## src/rtl/broadcast_pkg.sv

```systemverilog
// rtl/broadcast_pkg.sv - shared constants for the eager broadcaster and its channel buffers
package broadcast_pkg;

  // Legal values of the BURST parameter
  localparam string BURST_YES = "yes";
  localparam string BURST_NO  = "no";

  // Largest supported channel count
  localparam int MAX_NCH = 8;

  // Stall counter width and its saturation value
  localparam int                    STALL_CNT_W   = 16;
  localparam logic [STALL_CNT_W-1:0] STALL_CNT_MAX = '1;

endpackage

```

## src/rtl/channel_skid_buffer.sv

```systemverilog
// rtl/channel_skid_buffer.sv - per-channel output buffer, 2-entry skid (BURST "yes") or 1-entry register
module channel_skid_buffer
  import broadcast_pkg::*;
#(
  parameter int    WIDTH = 32,
  parameter string BURST = "yes"
) (
  input  logic             iCLK,
  input  logic             iRST,
  input  logic             i_load,
  input  logic [WIDTH-1:0] i_data,
  output logic             o_free,
  output logic             o_valid,
  input  logic             i_ready,
  output logic [WIDTH-1:0] o_data
);

  logic w_drain;
  assign w_drain = o_valid && i_ready;

  generate
    if (BURST == BURST_YES) begin : g_burst
      logic [WIDTH-1:0] r_head;
      logic [WIDTH-1:0] r_tail;
      logic [1:0]       r_cnt;

      // Two-entry FIFO: head drives the output, tail catches a load while the head is held
      always_ff @(posedge iCLK) begin
        if (iRST) begin
          r_head <= '0;
          r_tail <= '0;
          r_cnt  <= 2'd0;
        end else begin
          case (r_cnt)
            2'd0: begin
              if (i_load) begin
                r_head <= i_data;
                r_cnt  <= 2'd1;
              end
            end
            2'd1: begin
              if (w_drain && i_load) begin
                r_head <= i_data;
              end else if (w_drain) begin
                r_cnt <= 2'd0;
              end else if (i_load) begin
                r_tail <= i_data;
                r_cnt  <= 2'd2;
              end
            end
            default: begin
              if (w_drain) begin
                r_head <= r_tail;
                r_cnt  <= 2'd1;
              end
            end
          endcase
        end
      end

      // Free is derived from registered occupancy only, so downstream ready never reaches upstream ready
      assign o_free  = (r_cnt != 2'd2);
      assign o_valid = (r_cnt != 2'd0);
      assign o_data  = r_head;
    end else begin : g_single
      logic [WIDTH-1:0] r_data;
      logic             r_valid;

      // Single register: accepts only when empty, so a token occupies it for at least two cycles
      always_ff @(posedge iCLK) begin
        if (iRST) begin
          r_data  <= '0;
          r_valid <= 1'b0;
        end else if (i_load) begin
          r_data  <= i_data;
          r_valid <= 1'b1;
        end else if (w_drain) begin
          r_valid <= 1'b0;
        end
      end

      assign o_free  = !r_valid;
      assign o_valid = r_valid;
      assign o_data  = r_data;
    end
  endgenerate

endmodule

```

## src/rtl/eager_broadcaster.sv

```systemverilog
// rtl/eager_broadcaster.sv - eager fork of one token to masked channels; stall counter under EAGER_BROADCASTER_STALL_CNT_EN
module eager_broadcaster
  import broadcast_pkg::*;
#(
  parameter int    NCH   = 2,
  parameter int    WIDTH = 32,
  parameter string BURST = "yes"
) (
  input  logic                 iCLK,
  input  logic                 iRST,
  input  logic                 iValid_AM,
  output logic                 oReady_AM,
  input  logic [NCH*WIDTH-1:0] iData_AM,
  input  logic [NCH-1:0]       iMask_AM,
  output logic [NCH-1:0]       oValid_BM,
  input  logic [NCH-1:0]       iReady_BM,
  output logic [NCH*WIDTH-1:0] oData_BM
`ifdef EAGER_BROADCASTER_STALL_CNT_EN
  ,
  output logic [STALL_CNT_W-1:0] oStall_CNT
`endif
);

  logic [NCH-1:0] rSent;
  logic [NCH-1:0] w_free;
  logic [NCH-1:0] w_load;
  logic [NCH-1:0] w_done;
  logic           w_accept;

  // A channel is satisfied if it is not targeted, already has the token, or can take it now
  assign w_done    = ~iMask_AM | rSent | w_free;
  assign oReady_AM = &w_done;
  assign w_load    = {NCH{iValid_AM}} & iMask_AM & ~rSent & w_free;
  assign w_accept  = iValid_AM && oReady_AM;

  // Remember which channels already captured the current token; forget once the token retires
  always_ff @(posedge iCLK) begin
    if (iRST) begin
      rSent <= '0;
    end else if (w_accept) begin
      rSent <= '0;
    end else begin
      rSent <= rSent | w_load;
    end
  end

  genvar k;
  generate
    for (k = 0; k < NCH; k++) begin : g_ch
      channel_skid_buffer #(
        .WIDTH (WIDTH),
        .BURST (BURST)
      ) u_ch (
        .iCLK    (iCLK),
        .iRST    (iRST),
        .i_load  (w_load[k]),
        .i_data  (iData_AM[k*WIDTH +: WIDTH]),
        .o_free  (w_free[k]),
        .o_valid (oValid_BM[k]),
        .i_ready (iReady_BM[k]),
        .o_data  (oData_BM[k*WIDTH +: WIDTH])
      );
    end
  endgenerate

`ifdef EAGER_BROADCASTER_STALL_CNT_EN
  logic [STALL_CNT_W-1:0] r_stall;

  // Count cycles upstream is offering a token that cannot retire yet, saturating at the top
  always_ff @(posedge iCLK) begin
    if (iRST) begin
      r_stall <= '0;
    end else if (iValid_AM && !oReady_AM && (r_stall != STALL_CNT_MAX)) begin
      r_stall <= r_stall + 1'b1;
    end
  end

  assign oStall_CNT = r_stall;
`endif

endmodule

```

## config.mk

```make
export PLATFORM = sky130hd
export DESIGN_NAME = eager_broadcaster
export DESIGN_NICKNAME = d
export VERILOG_FILES = /design/src/rtl/broadcast_pkg.sv /design/src/rtl/channel_skid_buffer.sv /design/src/rtl/eager_broadcaster.sv
export SDC_FILE = /design/constraint.sdc
export NUM_CORES = 1
export LEC_CHECK = 0
export BUFFER_PORTS_ARGS = -buffer_cell sky130_fd_sc_hd__buf_2
export CAP_MARGIN = 20
export CORE_ASPECT_RATIO = 1.75
export CORE_MARGIN = 2
export CORE_UTILIZATION = 48
export CTS_BUF_LIST = sky130_fd_sc_hd__clkbuf_4 sky130_fd_sc_hd__clkbuf_8 sky130_fd_sc_hd__clkbuf_16
export CTS_CLUSTER_SIZE = 20
export DETAILED_ROUTE_END_ITERATION = 6
export GPL_TIMING_DRIVEN = 0
export PLACE_DENSITY = 0.75
export SLEW_MARGIN = 20
export SYNTH_ARGS = -nofsm -noshare
export SYNTH_HDL_FRONTEND = slang
export SYNTH_HIERARCHICAL = 1
export SYNTH_SLANG_ARGS = --single-unit
```

## constraint.sdc

```tcl
create_clock -name iCLK -period 2 [get_ports iCLK]
set_clock_uncertainty 0.05 [all_clocks]
set_input_delay 0 -clock iCLK [delete_from_list [all_inputs] [get_ports iCLK]]
set_output_delay 0 -clock iCLK [all_outputs]
set_load 0.02 [all_outputs]
```

* Yosys cells after proc, flatten, opt, wreduce, memory -nomap -nowiden
Index checks and enable logic that the tools add are counted. Widths: inputs -> output; s select.
Word-level totals: register bits 134, input port bits 71, output and inout port bits 67, logic and storage cells 70
Cells by class: equal/unequal tests 12, muxes and demuxes 20, bitwise gates (word level) 12, reduce and logical (&&, ||, !) cells 19
Operators by type and width (number):
- $mux 32 | 6
- $pmux 32 s2 | 2
- $mux 2 | 10
- $reduce_and 4->1 | 4
- $ne 2x2->1 const B | 6
- $pmux 2 s2 | 2
- $and 2x2->2 | 3
- $ne 3x2->1 const B | 2
- $or 2x2->2 | 3
- $reduce_and 3->1 | 2
- $reduce_bool 3->1 | 2
- $logic_and 1x1->1 | 5
- $eq 2x1->1 const B | 2
- $logic_not 2->1 | 2
- $ne 2x1->1 const B | 2
- $not 1->1 | 4
- $not 2->2 | 2
- $reduce_bool 2->1 | 2
- $reduce_and 2->1 | 1
- $reduce_or 2->1 | 1

* Longest topological paths before layout
depth after elaboration 7, mapped depth 11, mapped depth without buffers 6

* Cells and area by module
Netlist, hierarchy kept.
By module, submodules not included:
- channel_skid_buffer | times used 2, cells each 303, area an instance 2845.2 um2, sequential area each 1321.3 um2
- eager_broadcaster | times used 1, cells each 13, area an instance 120.1 um2, sequential area each 40.0 um2

* Worst setup path before layout
OpenSTA, ideal clock, no wires.
path type register to register, start point register g_ch[1].u_ch.g_burst.r_cnt[1], end point register g_ch[1].u_ch.g_burst.r_head[0], library setup time 0.081 ns, data arrival time 1.948 ns, required time 1.869 ns, path slack -0.079 ns, stages on the path, launching flop included 12, path buffers 5, clock period less this slack 2.079 ns, cells stage by stage dfxtp_1 > buf_4 > buf_2 > nand2b_1 > nand3_1 > nor2_1 > or2_1 > buf_2 > and2_1 > buf_4 > buf_6 > a211oi_2
Between the ends: cells in the longest elaborated chain, start to end 5, elaborated cells on any way between the ends 12, classes of those cells eq/ne: 4; mux: 1; bitwise: 1; reduce/logical: 6
RTL lines:
- from (decl) | line channel_skid_buffer.sv:25 | logic [1:0] r_cnt;
- from (signal assigned) | line channel_skid_buffer.sv:32 | r_cnt <= 2'd0;
- from (signal assigned) | line channel_skid_buffer.sv:38 | r_cnt <= 2'd1;
- from (signal assigned) | line channel_skid_buffer.sv:45 | r_cnt <= 2'd0;
- $ne 2x2->1 (*) | line channel_skid_buffer.sv:62 | assign o_free = (r_cnt != 2'd2);
- named net w_free[1] | line eager_broadcaster.sv:25 | logic [NCH-1:0] w_free;
- $and 2x2->2 (*) | line eager_broadcaster.sv:33 | assign w_load = {NCH{iValid_AM}} & iMask_AM & ~rSent & w_free;
- named net w_load[1] | line eager_broadcaster.sv:26 | logic [NCH-1:0] w_load;
- $logic_and 1x1->1 | line channel_skid_buffer.sv:42 | if (w_drain && i_load) begin
- $ne 2x1->1 (no source line)
- $reduce_and 3->1 (no source line) (*)
- to (signal assigned) | line channel_skid_buffer.sv:37 | r_head <= i_data;
- to (signal assigned) | line channel_skid_buffer.sv:43 | r_head <= i_data;
- to (signal assigned) | line channel_skid_buffer.sv:53 | r_head <= r_tail;
- to (decl) | line channel_skid_buffer.sv:23 | logic [WIDTH-1:0] r_head;
Mark *: on every way through the listed nets, which the timed path passes. The rest lies on a longest branch. A chain may end at the register's enable or synchronous reset.

* Worst setup path after layout
start point register g_ch[1].u_ch.g_burst.r_cnt[1], end point register g_ch[1].u_ch.g_burst.r_tail[28]
Between the ends: cells in the longest elaborated chain, start to end 5, elaborated cells on any way between the ends 9, classes of those cells eq/ne: 2; bitwise: 3; reduce/logical: 4
RTL lines:
- $ne 2x2->1 (*) | line channel_skid_buffer.sv:62
- named net w_free[1] | line eager_broadcaster.sv:25
- $and 2x2->2 (*) | line eager_broadcaster.sv:33
- named net w_load[1] | line eager_broadcaster.sv:26
- $logic_and 1x1->1 | line channel_skid_buffer.sv:42
- $not 1->1 (no source line)
- $reduce_and 4->1 (no source line) (*)
- to (signal assigned) | line channel_skid_buffer.sv:47 | r_tail <= i_data;
- to (decl) | line channel_skid_buffer.sv:24 | logic [WIDTH-1:0] r_tail;
Marked as above.

==> metrics.md <==
| Metric | Value |
|---|---|
| Die Y | `roughly 150 microns` |
| DIE AREA | `13000 sq um` |
| IO buf count | `roughly 140` |
| Layout Nets | `923` |
| Part of the cycle the worst path needs | `a little over nine tenths` |
| Fmax | `a little over 500 MHz` |
| Crit path to | `g_ch[1].u_ch/g_burst.r_tail[28]` |
| P per Cell Area | `~800 nW/um^2` |
| Die width | `~87 microns` |
| Share of cells above drive strength 1 | `between 30% and 40%` |
| Worst-skew pair later-pin latency | `~0.40 ns` |
| CTS Sinks | `134` |
| CP Depth | `9` |
| Tmin final | `between 1.5 and 2 ns` |
| Clock transition at path regs | `roughly 0.06 ns` |
| Critical-path top delay cell | `nor4bb_2` |
| Largest net degree at the start of global routing | `17` |
| Max-cap viol count | `0` |
| Crit-path cells | `buf_8 -> nand2b_1 -> nand3_2 -> nor2_4 -> nor4bb_2 -> buf_4 -> buf_4 -> nand2_1 -> a21oi_1` |
| Clock buffer depth | `2` |
| Residual DRC count | `0` |
| Starting Density | `48.7%` |
| GPL Wtd Cong | `0.793` |
| First-pass GRT wire length | `between 20000 and 30000 microns` |
| Syn nets | `690` |
| CP required | `2.28 ns` |
| Area delta synth->final | `38.7%` |
| Crit end category | `register` |
| R2r endpoint | `g_ch[1].u_ch/g_burst.r_tail[28]` |
| Total gr overflow | `0` |
| Min Hold Slack | `about 0.044 ns` |
| Mapped Area | `5810 sq um` |
| CTS buffer count | `17` |
| Syn Area/Cell | `9.39 sq um` |
| CP delay by family, top | `simple AND/OR/NAND/NOR gates` |
| H-tree depth | `4` |
| Reg2reg path depth | `9` |
| TritonCTS clock tree | `yes` |
| Final count of negative-setup-slack endpoints | `0` |
| Hold Fails Final Rpt | `0` |
| Antenna Violating Nets Remaining | `0` |
| Vias in the first global route | `5639` |
| CORE AREA | `11900 sq um` |
| CP startpoint | `g_ch[1].u_ch/g_burst.r_cnt[1]` |
| Placed Instance Area | `6680 sq um` |
| Yosys cell types | `25` |
| Ant diodes | `0` |
| First-pass detailed-route iteration total | `4` |
| I/O pin cnt | `between 100 and 150` |
| GRT Total Usage | `25.3%` |
| Via count | `approximately 5400` |
| Routed wire length | `approximately 16000 microns` |
| Post-synthesis sequential area ratio | `roughly 46%` |
| Vias per inst | `roughly 5.4` |
| FF+latch count, synth | `134` |
| WS Path Type | `reg -> reg` |
| Critical path peak fanout | `10` |
| CP arrival | `around 2.3 ns` |
| Number of DRC markers in iteration 0 | `around 220` |
| YS warnings | `6` |
| Startpoint types | `register` |
| Worst Max-Slew Pin Slew | `~0.73 ns` |
| Synthesized instance count | `619` |
| Layout fillers | `just over 900` |
| Cell Rows | `53` |
| Worst rel slew slack | `51.2%` |
| Reg2reg start | `g_ch[1].u_ch/g_burst.r_cnt[1]` |
| Max incr delay on CP | `0.39 ns` |
| Routed wire per std cell | `16.3 microns` |
| Initial antenna violation count | `0` |
| Most frequent cells in the layout | `148 x buf_2, 134 x a21oi_1, 130 x dfxtp_1` |
| Worst min path class | `in -> reg` |
| Critical Path Most Common Cell | `buf_4` |
| Worst vdd rail ir drop | `around 600 uV` |
| FF-to-FF setup slack | `roughly 0.021 ns` |
| CTS Root Cell | `clkbuf_16` |
| DP HPWL | `11300 microns` |
| Most common cell after layout, fill and taps aside | `buf_2` |
| WP buf/inv | `3` |
| P_leak | `0.00304 uW` |
| Cell area after layout | `a little over 8000 sq um` |
| Final max-slew violation count | `0` |
| Run status | `completed` |
==> final cells by class <==
type                    instances  area, sq um  share of cell area (%)
multi-input cells             423         2850                    35.4
flip-flops and latches        134         2690                    33.4
repair buffers                216         1450                    18.0
clock buffers                  18          433                    5.37
plain buffers                  58          347                    4.30
well taps                     137          171                    2.13
clock inverters                14          105                    1.30
inverters                       2         7.51                  0.0932
==> cells in the mapped netlist <==
library cell / instances / area share (%)
a21oi_1: 134 / 12
dfxtp_1: 134 / 46
nand2_1: 128 / 8.3
mux2i_1: 64 / 11
a211oi_2: 60 / 13
clkbuf_1: 32 / 2.1
buf_2: 18 / 1.6
buf_6: 6 / 1.2
nand2b_1: 6 / 0.65
a211oi_1: 4 / 0.52
buf_4: 4 / 0.52
nor3_1: 4 / 0.34
a221oi_2: 2 / 0.52
and2_1: 2 / 0.22
inv_1: 2 / 0.13
nand3_1: 2 / 0.17
nand3b_1: 2 / 0.26
nand4bb_1: 2 / 0.39
nor2_1: 2 / 0.13
nor4bb_1: 2 / 0.34
o21bai_1: 2 / 0.26
or2_1: 2 / 0.22
or2_2: 2 / 0.22
or3b_1: 2 / 0.30
and2_2: 1 / 0.13
==> layer usage <==
layer  track usage, %  part of all wire [%]  vias up
li1                 -                     -     2648
met1             24.9                    36     2587
met2             49.0                    57      165
met3             5.79                   5.0       34
met4             10.1                   2.4        0
met5                0                     0        -
==> how the worst min path moves through the flow <==
stage | startpoint | end | slack (ns) | cells past startpoint
3_5_place_dp | iValid_AM | rSent[0] | 0.20 | 2
6_report | iMask_AM[0] | g_ch[0].u_ch/g_burst.r_cnt[1] | 0.04 | 5
4_1_cts | iMask_AM[0] | g_ch[0].u_ch/g_burst.r_cnt[1] | 0.007 | 5
3_3_place_gp | iReady_BM[0] | g_ch[0].u_ch/g_burst.r_cnt[1] | 0.19 | 2
5_1_grt | iMask_AM[0] | g_ch[0].u_ch/g_burst.r_cnt[1] | 0.06 | 5
2_1_floorplan | iRST | rSent[0] | 0.02 | 1
==> kinds of logic (layout without fill, tap and decap cells) <==
group	after synthesis	in the layout	share of synthesized area, %
compound gates	202	202	25.8
buf+inv	62	308	5.43
flops	134	134	46.2
mux	64	64	11.0
simple gates	157	157	11.6
==> registers in the layout (all words and copies together), names as in the netlist <==
register / count
g_ch.u_ch/g_burst.r_tail: 64
g_ch.u_ch/o_data: 64
g_ch.u_ch/g_burst.r_cnt: 4
rSent: 2
==> tightest hold or removal path, stage by stage <==
cell and delay [ns]:
buf_2 0.11, nand3_2 0.10, nor2_4 0.06, a21oi_1 0.14, nor3_1 0.05
==> power by group <==
group / internal (uW) / total [uW] / switching (uW)
Combinational: 401 / 933 / 532
Sequential: 2780 / 2850 / 65.9
Clock: 1600 / 2790 / 1180
Total: 4790 / 6570 / 1780
==> stage by stage <==
stage / cells / util [%] / TNS [ns] / power (uW) / setup WS (ns)
final: 1002 / 67.5 / 0 / 6570 / 0.0215
after global routing: 1002 / 67.5 / -0.912 / 6850 / -0.0603
after CTS: 999 / 67.1 / 0 / 6620 / 0.00801
after detailed placement: 893 / 56.0 / -40.45 / 3710 / -0.409
after global placement: 893 / 56.0 / -30.91 / 3680 / -0.320
after floorplan: 619 / - / 0 / 3410 / 0.0184
==> timing repair <==
| action | in CTS | in global routing |
|---|---|---|
| hold buffers | 70 | 0 |
| setup endpoints to repair | 131 | 123 |
| endpoints found under the hold margin | 129 | 0 |
| gates resized for setup | 22 | 21 |
| pin swaps | 1 | 3 |
| buffers inserted | 4 | 5 |
No activity file was read; power rests on OpenSTA's default activity.
